===== src/rtl/imm_gen_pipe.sv =====
// Two-stage immediate generator: S1 captures the instruction and its format,
// S2 holds the extended immediate, tag and illegal flag behind a valid/ready handshake.
module imm_gen_pipe #(
   parameter int unsigned XLEN        = 32,
   parameter int unsigned AUTO_DECODE = 1,
   parameter int unsigned TAG_W       = 5,
   parameter int unsigned ERR_W       = 16
) (
   input  logic             clk,
   input  logic             rst_n,
   input  logic             in_valid,
   output logic             in_ready,
   input  logic [31:0]      in_inst,
   input  logic [2:0]       in_sel,
   input  logic [TAG_W-1:0] in_tag,
   output logic             out_valid,
   input  logic             out_ready,
   output logic [XLEN-1:0]  out_imm,
   output logic [TAG_W-1:0] out_tag,
   output logic             out_illegal,
   input  logic             err_clr,
   output logic [ERR_W-1:0] err_count
);

   typedef enum logic [2:0] {
      FMT_I    = 3'b000,
      FMT_S    = 3'b001,
      FMT_B    = 3'b010,
      FMT_J    = 3'b011,
      FMT_U    = 3'b100,
      FMT_Z    = 3'b101,
      FMT_RSV  = 3'b110,
      FMT_ILL  = 3'b111
   } fmt_e;

   localparam logic [6:0] OP_IMM    = 7'b0010011;
   localparam logic [6:0] OP_LOAD   = 7'b0000011;
   localparam logic [6:0] OP_JALR   = 7'b1100111;
   localparam logic [6:0] OP_STORE  = 7'b0100011;
   localparam logic [6:0] OP_BRANCH = 7'b1100011;
   localparam logic [6:0] OP_JAL    = 7'b1101111;
   localparam logic [6:0] OP_LUI    = 7'b0110111;
   localparam logic [6:0] OP_AUIPC  = 7'b0010111;
   localparam logic [6:0] OP_SYSTEM = 7'b1110011;

   logic             v1, v2;
   logic [31:0]      s1_inst;
   fmt_e             s1_fmt;
   logic [TAG_W-1:0] s1_tag;
   logic             adv2, accept, deliver;
   fmt_e             fmt_in;
   logic [63:0]      imm_full;
   logic             imm_ill;

   assign adv2     = v1 & (~v2 | out_ready);
   assign in_ready = ~v1 | adv2;
   assign accept   = in_valid & in_ready;
   assign deliver  = v2 & out_ready;
   assign out_valid = v2;

   // Format is resolved at the input so S1 only has to carry three bits.
   always_comb begin
      fmt_in = FMT_ILL;
      if (AUTO_DECODE != 0) begin
         case (in_inst[6:0])
            OP_IMM, OP_LOAD, OP_JALR: fmt_in = FMT_I;
            OP_STORE:                 fmt_in = FMT_S;
            OP_BRANCH:                fmt_in = FMT_B;
            OP_JAL:                   fmt_in = FMT_J;
            OP_LUI, OP_AUIPC:         fmt_in = FMT_U;
            OP_SYSTEM:                fmt_in = in_inst[14] ? FMT_Z : FMT_I;
            default:                  fmt_in = FMT_ILL;
         endcase
      end else begin
         fmt_in = fmt_e'(in_sel);
      end
   end

   // Built at 64 bits and truncated, so U sign-extends only when XLEN=64.
   always_comb begin
      imm_full = '0;
      imm_ill  = 1'b0;
      case (s1_fmt)
         FMT_I: imm_full = {{52{s1_inst[31]}}, s1_inst[31:20]};
         FMT_S: imm_full = {{52{s1_inst[31]}}, s1_inst[31:25], s1_inst[11:7]};
         FMT_B: imm_full = {{51{s1_inst[31]}}, s1_inst[31], s1_inst[7],
                            s1_inst[30:25], s1_inst[11:8], 1'b0};
         FMT_J: imm_full = {{43{s1_inst[31]}}, s1_inst[31], s1_inst[19:12],
                            s1_inst[20], s1_inst[30:21], 1'b0};
         FMT_U: imm_full = {{32{s1_inst[31]}}, s1_inst[31:12], 12'b0};
         FMT_Z: imm_full = {59'b0, s1_inst[19:15]};
         default: begin
            imm_full = '0;
            imm_ill  = 1'b1;
         end
      endcase
   end

   always_ff @(posedge clk or negedge rst_n) begin
      if (!rst_n) begin
         v1      <= 1'b0;
         s1_inst <= '0;
         s1_fmt  <= FMT_I;
         s1_tag  <= '0;
      end else if (accept) begin
         v1      <= 1'b1;
         s1_inst <= in_inst;
         s1_fmt  <= fmt_in;
         s1_tag  <= in_tag;
      end else if (adv2) begin
         v1 <= 1'b0;
      end
   end

   always_ff @(posedge clk or negedge rst_n) begin
      if (!rst_n) begin
         v2          <= 1'b0;
         out_imm     <= '0;
         out_tag     <= '0;
         out_illegal <= 1'b0;
      end else if (adv2) begin
         v2          <= 1'b1;
         out_imm     <= imm_full[XLEN-1:0];
         out_tag     <= s1_tag;
         out_illegal <= imm_ill;
      end else if (out_ready) begin
         v2 <= 1'b0;
      end
   end

   always_ff @(posedge clk or negedge rst_n) begin
      if (!rst_n) begin
         err_count <= '0;
      end else if (err_clr) begin
         err_count <= '0;
      end else if (deliver && out_illegal && (err_count != '1)) begin
         err_count <= err_count + ERR_W'(1);
      end
   end

endmodule


===== config.mk =====
export PLATFORM = sky130hd
export DESIGN_NAME = imm_gen_pipe
export DESIGN_NICKNAME = d
export VERILOG_FILES = /design/src/rtl/imm_gen_pipe.sv
export SDC_FILE = /design/constraint.sdc
export NUM_CORES = 1
export LEC_CHECK = 0
export CORE_ASPECT_RATIO = 0.75
export CORE_MARGIN = 1.5
export CORE_UTILIZATION = 49
export DETAILED_ROUTE_END_ITERATION = 7
export PLACE_DENSITY = 0.8
export SLEW_MARGIN = 20
export SYNTH_ARGS = -nofsm -noshare
export SYNTH_HDL_FRONTEND = slang
export SYNTH_SLANG_ARGS = --single-unit

===== constraint.sdc =====
create_clock -name clk -period 2.1 [get_ports clk]
set_clock_uncertainty 0.05 [all_clocks]
set_input_delay 0.42 -clock clk [delete_from_list [all_inputs] [get_ports clk]]
set_output_delay 0.42 -clock clk [all_outputs]
set_load 0.01 [all_outputs]

==> results_dict.tcl, run 1 <==
set metrics [dict create \
    synth_cell_type_count 47 \
    first_pass_iters 5 \
    number_of_synthesized_flops_with_an_enable_pin 0 \
    postLayoutCoreUtil_pct 69.3 \
    grt_use_met1_pct 34.1 \
    critical_path.startpoint_type "flip-flop" \
    timing.critical_path.required_ns 2.29 \
    avgViaCountPerCell 5.52 \
    postRouteWirelength_um 9840 \
    pin_count_of_the_biggest_net_entering_global_routing 42 \
    chipWidth_um 108 \
    worst_setup_path_end_kind "flip-flop" \
    fraction_of_layout_cells_with_a_size_suffix_above_1_pct 10.2 \
    period_minus_slack_ns 2.00 \
    synthArstFlopShare_pct 100 \
    cts-buffers-inserted 9 \
    portBuffers 97 \
    post_synth.cell_area_avg_sq_um 9.34 \
    path_delay_family "simple AND/OR/NAND/NOR gates" \
    clock.fmax_mhz 499 \
    ioPinCount 101 \
    grt_first_pass_wirelength_um 16100 \
    postCtsSetupRepairBufs 0 \
    hpwl_um 7110 \
    insertedDiodeCount 0 \
    worstSkewPairLatency_ns 0.35 \
    routed-via-count 3558 \
    critical-path-max-stage-delay_ns 0.43 \
    rsz0062_at_grt "no" \
    maxCapViolations 0 \
    full_die_area_sq_um 8780 \
    total_leakage_power_nw 2.37 \
    use_met2_pct 37.5 \
    cts.sink_count 89 \
    grt_use_total_pct 23.9 \
    antenna_left 0 \
    path_cells "ha_1 > nand4_1 > nor4_1 > buf_4 > nor4b_1 > mux2_2" \
    dominantRegCellSynth "dfrtp_1" \
    starting_density_of_the_core_pct 50.9 \
    sequential_area_share_after_synthesis_pct 55.3 \
    floorplan.die.height_um 81.5 \
    cts_root_buffer "clkbuf_8" \
    std_cell_rows 28 \
    vdd_drop_max_mv 0.401 \
    area.growth.synth_to_final_pct 36.2 \
    finalNetCount 582 \
    outcome "complete, no violations" \
    synthCells 431 \
    synthesis.area_sq_um 4030 \
    yosys_register_bits 89 \
    fillers 642 \
    routed_wl_per_cell_um 15.3 \
    drt_drc_violations_left 0 \
    hold_viol_final 0 \
    crit_buf_inv 1 \
    grt_antenna_before_repair 0 \
    final_period_util_pct 95.5 \
    vias_in_the_first_global_route 3328 \
    busiest_layer "met2" \
    worstPathArrival_ns 2.19 \
    worst_path_max_delay_cell "dfrtp_1" \
    worst_hold_path_type "reg2reg" \
    total_power_mw 4.09 \
    clk_transition_reported_paths_ns 0.09 \
    floorplan.core_area_sq_um 7920 \
    cts_max_path_buffers 2 \
    clock_tree_from_tritoncts "built" \
    path_max_fanout 15 \
    finalWeightedCongestion 0.864 \
    power_density_nw_per_um2 746 \
    overflow 0 \
    final-max-slew-violation-count 0 \
    timing.setup.critical_path_class "reg2reg" \
    iteration_0_drc_markers 202 \
    maxSlewHeadroom_pct 51.6 \
    synth-warning-count 0 \
    worst_slew_pin_slew_ns 0.725 \
    timing.final.setup_violations 0 \
    synthesized_nets 477 \
    cts_max_level 3 \
    met3_demand_to_capacity_share_in_global_routing_pct 5.48 \
]
## power by group
part | internal [mW] | switching (mW)
clock network | 0.792 | 0.606
logic | 0.363 | 0.339
registers | 1.87 | 0.125
## cell usage in the layout (no fill, tap or decap), types with 3 or more instances in the layout
cell,Yosys,final
nand2_1,130,129
clkdlybuf4s50_1,0,95
dfrtp_1,89,89
o21ai_0,35,35
a21oi_1,31,31
buf_4,0,20
nand2b_1,12,12
mux2_2,10,10
nand3_1,10,10
o31ai_1,9,9
clkbuf_8,0,9
nor2_1,8,8
or4_1,7,7
mux2i_1,6,6
nor2b_1,5,5
a2bb2oi_1,4,4
or3_1,4,4
and2_1,3,3
nand4_1,3,3
nor3_1,3,3
nor4_1,3,3
bufinv_16,0,3
buf_12,0,3
## cell families (layout without fill, tap and decap cells)
logic type | after synthesis | after routing | synth area share, %
flops | 89 | 89 | 55.3
buf+inv | 28 | 137 | 2.64
mux | 16 | 16 | 4.29
simple gates | 200 | 200 | 23.0
xor+xnor | 2 | 2 | 0.435
fa+ha+maj | 1 | 1 | 0.311
compound gates | 95 | 95 | 14.0
## area by class of cell
cell class	count	area [sq um]	area share [%]
timing repair buffer	120	1180	21.5
multi-input combinational	314	1700	31.0
sequential	89	2230	40.6
clock inverter	6	115	2.10
tap	105	131	2.40
inverter	2	7.51	0.137
clock buffer	9	124	2.26
## layer usage
metal	share of wire [%]	wire length, um	vias up
li1	-	-	1699
met4	0.82	81	0
met2	45	4470	150
met1	46	4570	1696
met5	0	0	-
met3	7.3	716	13
## timing repair
item / CTS / global route
hold buffers: 1 / 0
resized for setup: 1 / 0
setup endpoints to repair: 1 / 0
hold endpoints to repair: 26 / 0
## cells in the mapped netlist, types with 2 or more instances
cell | instances | area share (%)
or3_1 | 4 | 0.62
o32a_1 | 2 | 0.50
o31ai_1 | 9 | 1.7
or4_1 | 7 | 1.3
clkbuf_1 | 23 | 2.1
inv_1 | 2 | 0.19
nand2_1 | 130 | 12
nor3_1 | 3 | 0.37
mux2_2 | 10 | 2.8
dfrtp_1 | 89 | 55
nand3b_1 | 2 | 0.37
o21ai_0 | 35 | 4.4
nand2b_1 | 12 | 1.9
and2_1 | 3 | 0.47
a21oi_1 | 31 | 3.9
a2111oi_0 | 2 | 0.44
nor2b_1 | 5 | 0.78
nor3b_1 | 2 | 0.37
a2bb2oi_1 | 4 | 0.87
a31oi_1 | 2 | 0.31
nand4_1 | 3 | 0.47
nand3_1 | 10 | 1.2
o21a_1 | 2 | 0.37
buf_1 | 2 | 0.19
nor2_1 | 8 | 0.75
mux2i_1 | 6 | 1.5
nor4_1 | 3 | 0.47
## stage by stage
stage / area, sq um / hold slack, ns / worst slack [ns] / setup TNS [ns] / std cells
2_1_floorplan: 4030 / 0.0744 / 0.119 / 0 / 431
3_3_place_gp: 5240 / 0.311 / -0.230 / -0.923 / 629
3_5_place_dp: 5240 / 0.312 / -0.243 / -1.77 / 629
4_1_cts: 5490 / 0.434 / 0.114 / 0 / 645
5_1_grt: 5490 / 0.450 / 0.0108 / 0 / 645
6_report: 5490 / 0.431 / 0.0952 / 0 / 645
## final timing paths
check | slack, ns | cells past startpoint | startpoint | endpoint
setup / recovery | 0.1 | 6 | err_count[0] | err_count[6]
hold / removal | 0.43 | 2 | s1_tag[0] | s1_tag[0]
setup reg to reg | 0.1 | 6 | err_count[0] | err_count[6]
hold reg to reg | 0.43 | 2 | s1_tag[0] | s1_tag[0]
max in group asynchronous | 0.91 | 3 | rst_n | s1_inst[11]
min in group asynchronous | 0.47 | 2 | rst_n | out_imm[25]
## tightest hold or removal path: cells and delay by family (launching register included)
family | cells | cell delay (ns)
flip-flops | 1 | 0.35
AND/OR/NAND/NOR | 2 | 0.10
## registers in the layout (all words and copies together), names as in the netlist
signal / flops
err_count: 16
out_illegal: 1
out_valid: 1
s1_fmt: 3
s1_tag: 5
v1: 1
s1_inst: 25
out_imm: 32
out_tag: 5
No activity file was read; power rests on OpenSTA's default activity.
==> run 2: changes to the inputs <==
--- a/config.mk
+++ b/config.mk
@@ -5,6 +5,7 @@
 export SDC_FILE = /design/constraint.sdc
 export NUM_CORES = 1
 export LEC_CHECK = 0
+export ABC_CLOCK_PERIOD_IN_PS = 2100
 export CORE_ASPECT_RATIO = 0.75
 export CORE_MARGIN = 1.5
 export CORE_UTILIZATION = 49
@@ -14,3 +15,4 @@
 export SYNTH_ARGS = -nofsm -noshare
 export SYNTH_HDL_FRONTEND = slang
 export SYNTH_SLANG_ARGS = --single-unit
+export TNS_END_PERCENT = 10
==> results of run 2 <==
No change in the layout: final DEF, timing and power equal those of run 1.
==> run 3: changes to the inputs <==
--- a/config.mk
+++ b/config.mk
@@ -7,7 +7,7 @@
 export LEC_CHECK = 0
 export ABC_CLOCK_PERIOD_IN_PS = 2100
 export CORE_ASPECT_RATIO = 0.75
-export CORE_MARGIN = 1.5
+export CORE_MARGIN = 10
 export CORE_UTILIZATION = 49
 export DETAILED_ROUTE_END_ITERATION = 7
 export PLACE_DENSITY = 0.8
==> run 3 against run 2 <==
  * Routed wire length is 9.2% higher
  * First-iteration DRC count is 26% higher
  * Flip-flop and latch count stayed put
  * Hold slack worse by 0.0032 ns
  * Fmax is 1.0% lower
  * Sequential power hardly changed
  * Final cell count is 1.1% higher
  * Non-clock buffer count is 6 higher
  * Via count is 0.45% lower
  * Die area is 40% higher
  * Critical path depth is 2 lower
  * Largest cell class unchanged
==> results_dict.tcl, run 3 (synthesized netlist as in run 1, its figures left out) <==
set metrics [dict create \
    outcome "complete, no violations" \
    period_minus_slack_ns 2.03 \
    vias_in_the_first_global_route 3562 \
    overflow 0 \
    timing.final.setup_violations 0 \
    final-max-slew-violation-count 0 \
    commonest_non_fill_non_tap_cell_in_the_layout "nand2_1" \
    floorplan.die.height_um 98.5 \
    worst_hold_path_type "reg2reg" \
    path_cells "clkdlybuf4s50_1 > buf_4 > nand3b_1 > dlygate4sd2_1" \
    critical_path.startpoint_type "primary input" \
    worst_path_max_delay_cell "clkdlybuf4s50_1" \
    portBuffers 97 \
    chipWidth_um 125 \
    routed_wl_per_cell_um 16.5 \
    ioPinCount 101 \
    fin_worst_hold_slack_ns 0.428 \
    post-place-ws_ns -0.226 \
    std_cell_rows 28 \
    setup_ws_ns 0.0741 \
    worst_slew_pin_slew_ns 0.593 \
    grt_use_total_pct 17.5 \
    cts-buffers-inserted 9 \
    cts_max_path_buffers 2 \
    worstPathArrival_ns 1.56 \
    largestRegisters "out_imm x32, s1_inst x25, err_count x16" \
    finalWeightedCongestion 0.843 \
    worst_setup_path_end_kind "output port" \
    fraction_of_layout_cells_with_a_size_suffix_above_1_pct 11.2 \
    hpwl_um 8110 \
    full_die_area_sq_um 12300 \
    insertedDiodeCount 0 \
    total_leakage_power_nw 2.39 \
    antenna_left 0 \
    grt_first_pass_wirelength_um 17800 \
    regMostFlops "out_imm" \
    maxCapViolations 0 \
    tns_ns 0 \
    cts.sink_count 89 \
    rsz0062_at_grt "no" \
    pin_count_of_the_biggest_net_entering_global_routing 43 \
    critical-path-max-stage-delay_ns 0.45 \
    grt_antenna_before_repair 0 \
    postRouteWirelength_um 10700 \
    timing.critical_path.required_ns 1.63 \
    power_density_nw_per_um2 731 \
    path_max_fanout 3 \
    crit_buf_inv 3 \
    worstSkewPairLatency_ns 0.35 \
    layout_common_cells "129 x nand2_1, 95 x clkdlybuf4s50_1, 89 x dfrtp_1, 35 x o21ai_0, 31 x a21oi_1" \
    clock.fmax_mhz 494 \
    largest_register_ffs 32 \
    floorplan.core_area_sq_um 7950 \
    maxSlewHeadroom_pct 60.4 \
    vdd_drop_max_mv 0.378 \
    clk_transition_reported_paths_ns 0.09 \
    starting_density_of_the_core_pct 50.6 \
    hold_viol_final 0 \
    clock_tree_from_tritoncts "built" \
    cts_max_level 3 \
    timing.setup.critical_path_class "in2out" \
    cts_root_buffer "clkbuf_8" \
    area.growth.synth_to_final_pct 36.6 \
    routed-via-count 3542 \
    final_period_util_pct 96.5 \
    finalNetCount 588 \
    path_delay_family "buffers and inverters" \
    iteration_0_drc_markers 254 \
    first_pass_iters 4 \
    drt_drc_violations_left 0 \
    avgViaCountPerCell 5.43 \
]
run 3: cell count changes in the layout (fill, tap and decap cells not counted), sizes merged:
cell,previous run,this run
clkinv,0,2
buf,23,29
bufinv,3,2
clkbuf,9,10
inv,4,3
run 3: power by group:
group	internal, mW	total [mW]	switching [mW]	leakage (nW)
clock network	0.707	1.32	0.610	0.113
registers	1.86	1.99	0.125	1.15
logic	0.375	0.715	0.341	1.13
run 3: per-layer routing:
layer / vias up / track usage (%) / wire length [um] / part of all wire (%)
met1: 1697 / 21.8 / 4690 / 44
met5: - / 0 / 0 / 0
met2: 125 / 28.2 / 5100 / 47
met3: 7 / 6.26 / 863 / 8.0
li1: 1713 / - / - / -
met4: 0 / 4.56 / 89 / 0.83
run 3: final timing paths:
| path | startpoint | to | slack, ns | cells after the start |
|---|---|---|---|---|
| worst max-delay path | out_ready | in_ready | 0.07 | 4 |
| worst min-delay path | s1_tag[4] | s1_tag[4] | 0.43 | 2 |
| worst max register to register | err_count[1] | err_count[10] | 0.13 | 5 |
| worst min register to register | s1_tag[4] | s1_tag[4] | 0.43 | 2 |
| max in group asynchronous | rst_n | out_imm[17] | 0.91 | 3 |
| min in group asynchronous | rst_n | s1_inst[28] | 0.46 | 2 |
run 3: worst min-delay path, cell delays in order (launching register included):
cell and delay [ns]:
dfrtp_1 0.35, nand2_1 0.05, nand2_1 0.05
run 3: layout make-up:
type / instances / area (sq um)
Fill cell: 651 / 2450
Sequential cell: 89 / 2230
Multi-Input combinational cell: 314 / 1700
Timing Repair Buffer: 126 / 1210
Clock buffer: 10 / 138
Tap cell: 105 / 131
Clock inverter: 6 / 90.1
Inverter: 2 / 7.51
run 3: through the flow:
| stage | total power [mW] | utilization, % | cell area (sq um) | cells |
|---|---|---|---|---|
| after floorplan | 2.32 | - | 4030 | 431 |
| after global placement | 2.72 | 66.2 | 5270 | 635 |
| after detailed placement | 2.74 | 66.2 | 5270 | 635 |
| after CTS | 4.06 | 69.2 | 5500 | 652 |
| after global routing | 4.23 | 69.2 | 5500 | 652 |
| final | 4.02 | 69.2 | 5500 | 652 |
run 3: repair_timing:
action	CTS	global route
buffers inserted	0	0
resized for setup	1	0
hold buffers	1	0
hold endpoints to repair	25	0
endpoints found under the setup margin	1	0
